$ cat src/rtl/vme_bus_arbiter_pkg.sv
// vme_arb_pkg: shared FSM state type, grant encodings and read-data fill value
// for the two-master VME bus arbiter.
package vme_arb_pkg;
    typedef enum logic [1:0] {IDLE, ISSUE, WAIT, RESP} state_e;
    localparam logic [1:0] GNT_NONE = 2'b00;
    localparam logic [1:0] GNT_M0 = 2'b01;
    localparam logic [1:0] GNT_M1 = 2'b10;
    localparam logic RDATA_FILL = 1'b0;
endpackage

$ cat src/rtl/vme_bus_arbiter_if.sv
// vme_bus_arbiter_if: both master request/response channels plus the VME strobe/done bus.
// The arbiter takes the master modport; the environment takes the slave modport.
interface vme_bus_arbiter_if #(parameter int AW = 18, parameter int DW = 32);
    logic          m0_req, m0_we, m0_ack, m0_err;
    logic [AW-1:0] m0_addr;
    logic [DW-1:0] m0_wdata, m0_rdata;
    logic          m1_req, m1_we, m1_ack, m1_err;
    logic [AW-1:0] m1_addr;
    logic [DW-1:0] m1_wdata, m1_rdata;
    logic [AW-1:0] VMEAddr;
    logic [DW-1:0] VMEWrData, VMERdData;
    logic          VMERdMem, VMEWrMem, VMERdDone, VMEWrDone, VMERdError, VMEWrError;
    modport master (
        input  m0_req, m0_we, m0_addr, m0_wdata, m1_req, m1_we, m1_addr, m1_wdata,
        output m0_ack, m0_err, m0_rdata, m1_ack, m1_err, m1_rdata,
        output VMEAddr, VMEWrData, VMERdMem, VMEWrMem,
        input  VMERdData, VMERdDone, VMEWrDone, VMERdError, VMEWrError
    );
    modport slave (
        output m0_req, m0_we, m0_addr, m0_wdata, m1_req, m1_we, m1_addr, m1_wdata,
        input  m0_ack, m0_err, m0_rdata, m1_ack, m1_err, m1_rdata,
        input  VMEAddr, VMEWrData, VMERdMem, VMEWrMem,
        output VMERdData, VMERdDone, VMEWrDone, VMERdError, VMEWrError
    );
endinterface

$ cat src/rtl/vme_bus_arbiter_rr2.sv
// vme_arb_rr2: two-input round-robin picker; on a tie the master that did not
// win last time is chosen. last_grant resets to m1 so m0 wins the first tie.
module vme_arb_rr2
    import vme_arb_pkg::*;
(
    input  logic       Clk,
    input  logic       rst_n,
    input  logic [1:0] req,
    input  logic       load,
    output logic [1:0] gnt
);
    logic [1:0] last_q;
    always_comb gnt = (&req) ? ((last_q == GNT_M1) ? GNT_M0 : GNT_M1) : req;
    always_ff @(posedge Clk or negedge rst_n) begin
        if (!rst_n) last_q <= GNT_M1;
        else if (load && |req) last_q <= gnt;
    end
endmodule

$ cat src/rtl/vme_bus_arbiter.sv
// vme_bus_arbiter: grants one of two masters, issues a single-cycle VME strobe,
// waits for the matching done/error or a timeout, and returns a one-cycle ack.
module vme_bus_arbiter
    import vme_arb_pkg::*;
#(
    parameter int AW      = 18,
    parameter int DW      = 32,
    parameter int TIMEOUT = 255,
    parameter int TO_W    = 8
) (
    input  logic                Clk,
    input  logic                rst_n,
    vme_bus_arbiter_if.master   bus,
    output logic [1:0]          grant,
    output logic                timeout_evt
);
    state_e        state_q;
    logic [TO_W-1:0] cnt_q;
    logic          wr_q;
    logic [1:0]    ack_q, err_q, req, pick;
    logic [DW-1:0] rd0_q, rd1_q, rd_val, wdata_sel;
    logic [AW-1:0] addr_sel;
    logic          we_sel, done_hit, err_hit, fin, to_hit, rsp;
    assign req = {bus.m1_req, bus.m0_req};
    vme_arb_rr2 u_rr (.Clk(Clk), .rst_n(rst_n), .req(req), .load(state_q == IDLE), .gnt(pick));
    // Only the done/error of the issued direction counts.
    always_comb begin
        we_sel    = pick[1] ? bus.m1_we : bus.m0_we;
        addr_sel  = pick[1] ? bus.m1_addr : bus.m0_addr;
        wdata_sel = pick[1] ? bus.m1_wdata : bus.m0_wdata;
        done_hit  = wr_q ? bus.VMEWrDone : bus.VMERdDone;
        err_hit   = wr_q ? bus.VMEWrError : bus.VMERdError;
        fin       = done_hit | err_hit;
        to_hit    = state_q == WAIT && !fin && cnt_q == TO_W'(TIMEOUT - 1);
        rsp       = (state_q == ISSUE || state_q == WAIT) && (fin || to_hit);
        rd_val    = (!wr_q && done_hit && !err_hit) ? bus.VMERdData : {DW{RDATA_FILL}};
    end
    always_ff @(posedge Clk or negedge rst_n) begin
        if (!rst_n) begin
            state_q       <= IDLE;
            cnt_q         <= '0;
            wr_q          <= 1'b0;
            grant         <= GNT_NONE;
            timeout_evt   <= 1'b0;
            ack_q         <= GNT_NONE;
            err_q         <= GNT_NONE;
            rd0_q         <= '0;
            rd1_q         <= '0;
            bus.VMEAddr   <= '0;
            bus.VMEWrData <= '0;
            bus.VMERdMem  <= 1'b0;
            bus.VMEWrMem  <= 1'b0;
        end else begin
            bus.VMERdMem <= 1'b0;
            bus.VMEWrMem <= 1'b0;
            timeout_evt  <= to_hit;
            ack_q        <= rsp ? grant : GNT_NONE;
            err_q        <= (rsp && (err_hit || to_hit)) ? grant : GNT_NONE;
            rd0_q        <= (rsp && grant[0]) ? rd_val : {DW{RDATA_FILL}};
            rd1_q        <= (rsp && grant[1]) ? rd_val : {DW{RDATA_FILL}};
            case (state_q)
                IDLE: if (|req) begin
                    state_q       <= ISSUE;
                    grant         <= pick;
                    wr_q          <= we_sel;
                    bus.VMEAddr   <= addr_sel;
                    bus.VMEWrData <= wdata_sel;
                    bus.VMEWrMem  <= we_sel;
                    bus.VMERdMem  <= !we_sel;
                end
                ISSUE: begin
                    cnt_q   <= '0;
                    state_q <= fin ? RESP : WAIT;
                end
                WAIT: begin
                    cnt_q <= cnt_q + TO_W'(1);
                    if (fin || to_hit) state_q <= RESP;
                end
                default: begin
                    state_q <= IDLE;
                    grant   <= GNT_NONE;
                end
            endcase
        end
    end
    assign bus.m0_ack   = ack_q[0];
    assign bus.m1_ack   = ack_q[1];
    assign bus.m0_err   = err_q[0];
    assign bus.m1_err   = err_q[1];
    assign bus.m0_rdata = rd0_q;
    assign bus.m1_rdata = rd1_q;
endmodule

$ cat src/flat_wrapper.sv
// flat-port wrapper written by rule: the top's interface ports become plain ports
module vme_bus_arbiter_flat import vme_arb_pkg::*;
#(
    parameter int AW      = 18,
    parameter int DW      = 32,
    parameter int TIMEOUT = 255,
    parameter int TO_W    = 8
)
  (Clk, rst_n, grant, timeout_evt, bus_m0_req, bus_m0_we, bus_m0_addr, bus_m0_wdata, bus_m1_req, bus_m1_we, bus_m1_addr, bus_m1_wdata, bus_m0_ack, bus_m0_err, bus_m0_rdata, bus_m1_ack, bus_m1_err, bus_m1_rdata, bus_VMEAddr, bus_VMEWrData, bus_VMERdMem, bus_VMEWrMem, bus_VMERdData, bus_VMERdDone, bus_VMEWrDone, bus_VMERdError, bus_VMEWrError);
  vme_bus_arbiter_if #(.AW(AW), .DW(DW)) bus_i ();
  input  logic Clk;
  input  logic rst_n;
  output logic [1:0] grant;
  output logic timeout_evt;
  input wire logic [$bits(bus_i.m0_req)-1:0] bus_m0_req;
  input wire logic [$bits(bus_i.m0_we)-1:0] bus_m0_we;
  input wire logic [$bits(bus_i.m0_addr)-1:0] bus_m0_addr;
  input wire logic [$bits(bus_i.m0_wdata)-1:0] bus_m0_wdata;
  input wire logic [$bits(bus_i.m1_req)-1:0] bus_m1_req;
  input wire logic [$bits(bus_i.m1_we)-1:0] bus_m1_we;
  input wire logic [$bits(bus_i.m1_addr)-1:0] bus_m1_addr;
  input wire logic [$bits(bus_i.m1_wdata)-1:0] bus_m1_wdata;
  output wire logic [$bits(bus_i.m0_ack)-1:0] bus_m0_ack;
  output wire logic [$bits(bus_i.m0_err)-1:0] bus_m0_err;
  output wire logic [$bits(bus_i.m0_rdata)-1:0] bus_m0_rdata;
  output wire logic [$bits(bus_i.m1_ack)-1:0] bus_m1_ack;
  output wire logic [$bits(bus_i.m1_err)-1:0] bus_m1_err;
  output wire logic [$bits(bus_i.m1_rdata)-1:0] bus_m1_rdata;
  output wire logic [$bits(bus_i.VMEAddr)-1:0] bus_VMEAddr;
  output wire logic [$bits(bus_i.VMEWrData)-1:0] bus_VMEWrData;
  output wire logic [$bits(bus_i.VMERdMem)-1:0] bus_VMERdMem;
  output wire logic [$bits(bus_i.VMEWrMem)-1:0] bus_VMEWrMem;
  input wire logic [$bits(bus_i.VMERdData)-1:0] bus_VMERdData;
  input wire logic [$bits(bus_i.VMERdDone)-1:0] bus_VMERdDone;
  input wire logic [$bits(bus_i.VMEWrDone)-1:0] bus_VMEWrDone;
  input wire logic [$bits(bus_i.VMERdError)-1:0] bus_VMERdError;
  input wire logic [$bits(bus_i.VMEWrError)-1:0] bus_VMEWrError;
  assign bus_i.m0_req = bus_m0_req;
  assign bus_i.m0_we = bus_m0_we;
  assign bus_i.m0_addr = bus_m0_addr;
  assign bus_i.m0_wdata = bus_m0_wdata;
  assign bus_i.m1_req = bus_m1_req;
  assign bus_i.m1_we = bus_m1_we;
  assign bus_i.m1_addr = bus_m1_addr;
  assign bus_i.m1_wdata = bus_m1_wdata;
  assign bus_m0_ack = bus_i.m0_ack;
  assign bus_m0_err = bus_i.m0_err;
  assign bus_m0_rdata = bus_i.m0_rdata;
  assign bus_m1_ack = bus_i.m1_ack;
  assign bus_m1_err = bus_i.m1_err;
  assign bus_m1_rdata = bus_i.m1_rdata;
  assign bus_VMEAddr = bus_i.VMEAddr;
  assign bus_VMEWrData = bus_i.VMEWrData;
  assign bus_VMERdMem = bus_i.VMERdMem;
  assign bus_VMEWrMem = bus_i.VMEWrMem;
  assign bus_i.VMERdData = bus_VMERdData;
  assign bus_i.VMERdDone = bus_VMERdDone;
  assign bus_i.VMEWrDone = bus_VMEWrDone;
  assign bus_i.VMERdError = bus_VMERdError;
  assign bus_i.VMEWrError = bus_VMEWrError;
  vme_bus_arbiter #(.AW(AW), .DW(DW), .TIMEOUT(TIMEOUT), .TO_W(TO_W)) u_core (.Clk(Clk), .rst_n(rst_n), .bus(bus_i), .grant(grant), .timeout_evt(timeout_evt));
endmodule
$ cat config.mk
export PLATFORM = sky130hd
export DESIGN_NAME = vme_bus_arbiter_flat
export DESIGN_NICKNAME = d
export VERILOG_FILES = /design/src/rtl/vme_bus_arbiter_pkg.sv /design/src/rtl/vme_bus_arbiter_if.sv /design/src/rtl/vme_bus_arbiter_rr2.sv /design/src/rtl/vme_bus_arbiter.sv /design/src/flat_wrapper.sv
export SDC_FILE = /design/constraint.sdc
export NUM_CORES = 1
export LEC_CHECK = 0
export ABC_AREA = 1
export CAP_MARGIN = 40
export CORE_ASPECT_RATIO = 1.1
export CORE_MARGIN = 5
export CORE_UTILIZATION = 46
export CTS_BUF_LIST = sky130_fd_sc_hd__clkbuf_8
export DETAILED_ROUTE_END_ITERATION = 8
export HOLD_SLACK_MARGIN = 0.02
export PLACE_DENSITY = 0.88
export SYNTH_ARGS = -nofsm -noshare
export SYNTH_HDL_FRONTEND = slang
export SYNTH_SLANG_ARGS = --single-unit
$ cat constraint.sdc
create_clock -name Clk -period 4.06 [get_ports Clk]
set_clock_uncertainty 0.1 [all_clocks]
set_input_delay 0.812 -clock Clk [delete_from_list [all_inputs] [get_ports Clk]]
set_output_delay 0.812 -clock Clk [all_outputs]
set_load 0.005 [all_outputs]
==> out/qor.csv <==
stage;metric;value;unit
setup_path;Critical Path RT;4.27;ns
yosys;post-synth top area share;0.5886;
yosys;post-synthesis net count;731;
cells_and_area;Post-Layout Cell Count;1012;
yosys;Yosys top cell by area;dfrtp_1;
place;port bufs;264;
sta;Final Setup Violations;0;
clocking;htree depth;4;
cells_and_area;ant diodes;0;
setup_path;CP endpoint kind;flip-flop;
floorplan;Core ar.;12140;um^2
global_route;initial antenna violation count;0;
yosys;Seq/Total Area, Yosys;0.5932;
sta;worst slew pin tran;0.8366;ns
clocking;Hold Buf Count CTS;0;
floorplan;Die Y;127.2;um
sta;maximum clock frequency;0.3971;GHz
clocking;post-CTS setup buffer count;0;
detailed_routing;# DRC;0;
global_route;total gr overflow;0;
place;Inst Count DP;980;
detailed_routing;DR vias/cell;5.025;
sta;period utilization;0.6203;
power_and_ir_drop;maximum vdd drop;0.4611;mV
floorplan;row cnt;42;
detailed_routing;Antenna Nets Post-Route;0;
sta;Worst slew margin;0.4414;
yosys;Yosys reg bits;136;
floorplan;I/O pins;265;
detailed_routing;initial DRC count;412;
yosys;syn_area_per_cell;9.844;um^2
sta;setup tns final;0;ns
yosys;Commonest cells post-synth;189 x nand2_1, 135 x dfrtp_1, 56 x nor3_2;
yosys;Post-synth EDFFs;0;
outcome;status;finished clean;
setup_path;reg2reg start;u_core.state_q[1];
place;worst slack, placed;1.125;ns
yosys;top_reg_cell synth;dfrtp_1;
setup_path;Critical Path AT;2.73;ns
sta;RSZ-0062 raised after global routing;no;
setup_path;crit path max fanout;28;
cells_and_area;share of layout cells above drive strength 1;0.1247;
place;post-DP HPWL;13.43;mm
sta;PnR worst setup slack;1.541;ns
sta;Fin. Hold Viols;0;
clocking;# clock sinks;136;
cells_and_area;area delta synth->final;57.25;%
flow_run;maxcap violations;0;
detailed_routing;Vias;5085;
clocking;Reg clk slew, reported paths;0.08;ns
min_path;Worst Hold Class;input pin to asynchronous set/reset pin;
place;Cell Area, Placed;8518;um^2
power_and_ir_drop;cell area power density;573.3;nW/um^2
detailed_routing;DR WL/cell;17.85;um
global_route;vias in the first global route;5347;
setup_path;Worst Setup Start Kind;input pin;
global_route;largest net degree at the start of global routing;74;
floorplan;Die Width;116.5;um
detailed_routing;DRT Wirelength;18.06;mm
power_and_ir_drop;Leak;4.088;nW
yosys;Synth warnings;0;
cells_and_area;Finished Cell Area;9025;um^2
detailed_routing;DRT Pass-1 Iters;7;
global_route;Total GRT Usage;0.2488;
yosys;FFs w/ async S/R, synth;1.000;
detailed_routing;wl on met1;6.496;mm
detailed_routing;met2 WL post-DR;9.770;mm
yosys;area of the mapped netlist;5739;um^2
global_route;global-route wire length before repair;28.17;mm
clocking;Num CTS Buffers;17;
yosys;count leader, synth;nand2_1;
detailed_routing;met3 wire len;1.119;mm
clocking;clk buf depth;2;
clocking;CTS root buf;clkbuf_8;
setup_path;flop-to-flop setup slack;1.65;ns
clocking;post-CTS resize count;0;
sta;Final min period;2.519;ns
detailed_routing;Top Metal Used;met4;
cells_and_area;Final Util;0.7435;
clocking;CTS tree;yes;
setup_path;r2r endpoint;u_core.bus.VMEWrData[14];
floorplan;die area;14810;um^2
sta;Slew Limit Fails;0;
place;Final Wtd Congestion;0.9086;
clocking;worst-skew pair later-pin latency;0.43;ns
yosys;Distinct cells, synth;25;
yosys;Cells after Synth;583;
yosys;largest cells by area after synthesis;dfrtp_1 59%, nand2_1 12%, nor3_2 9.8%;
setup_path;Setup CP Type;input pin to flip-flop;
cells_and_area;nets@finish;993;
floorplan;Starting Density;0.4728;
setup_path;worst r2r path cells;9;
==> critical path, stage by stage <==
cell and delay (ns):
clkdlybuf4s50_1 0.52, nor2_1 0.11, nor2_4 0.15, clkinv_1 0.43, buf_16 0.34, buf_4 0.19
nand2_1 0.08, nand3_1 0.08
==> worst max path at each step <==
stage / start / to / slack [ns] / cells past startpoint
after floorplan: bus_m1_req / u_core.bus.VMEWrData[12] / 2.24 / 8
after CTS: bus_m1_req / u_core.bus.VMEWrData[14] / 1.57 / 8
after global routing: bus_m0_req / u_core.bus.VMEAddr[6] / 1.42 / 7
final: bus_m1_req / u_core.bus.VMEWrData[14] / 1.54 / 8
after global placement: bus_m1_req / u_core.bus.VMEWrData[14] / 0.71 / 7
after detailed placement: bus_m1_req / u_core.bus.VMEWrData[4] / 1.13 / 8
==> state kept, by name (all words and copies together) (netlist names) <==
register,flops
u_core.wr_q,1
u_core.bus.VMERdMem,1
u_core.timeout_evt,1
u_core.ack_q,2
u_core.state_q,2
u_core.grant,2
u_core.bus.VMEAddr,18
u_core.bus.VMEWrData,32
u_core.bus.m1_rdata,32
u_core.err_q,2
u_core.u_rr.last_q,2
u_core.cnt_q,8
u_core.bus.m0_rdata,32
u_core.bus.VMEWrMem,1
==> kinds of logic (layout without fill, tap and decap cells) <==
kind of cell	count (synthesis)	in the layout	synth area share
and+or+nand+nor	336	336	0.3046
DFF	136	136	0.5932
buffers and inverters	85	360	0.07129
AOI/OAI and AO/OA	20	20	0.01788
adders and majority gates	6	6	0.01308
==> cells in the final DEF (no fill, tap or decap), drive strengths merged, types with 2 or more instances in the layout <==
cell type	count
nand3	54
ha	6
nor2	20
clkbuf	17
a31oi	2
clkdlybuf4s50	263
nand2	191
bufinv	7
nand4	2
o21ai	12
buf	8
a21oi	6
dfrtp	135
inv	58
nor3	66
clkinv	7
==> per-layer routing <==
layer  GRT usage  vias up
li1            -     2365
met1      0.2796     2454
met2      0.4414      223
met3     0.06528       43
met4      0.1044        0
met5           0        -
==> layout make-up <==
| class | instances | area [um^2] |
|---|---|---|
| Inverter | 57 | 214.0 |
| Clock buffer | 17 | 234.0 |
| Timing Repair Buffer | 271 | 2769 |
| Tap cell | 154 | 192.7 |
| Multi-Input combinational cell | 362 | 1938 |
| Clock inverter | 15 | 272.8 |
| Fill cell | 786 | 3114 |
| Sequential cell | 136 | 3405 |
==> metrics by stage <==
stage / power [mW] / hold slack (ns)
4_1_cts: 5.203 / 0.1451
3_3_place_gp: 3.656 / 0.3728
3_5_place_dp: 3.774 / 0.3770
2_1_floorplan: 2.783 / 0.3474
5_1_grt: 5.473 / 0.1439
6_report: 5.174 / 0.1581
==> power breakdown <==
group          switching (mW)  leakage [nW]  internal, mW
registers               0.200          1.79          1.68
logic                   0.962          2.04         0.922
clock network           0.550         0.255         0.861
(Power assumes the default switching activity.)
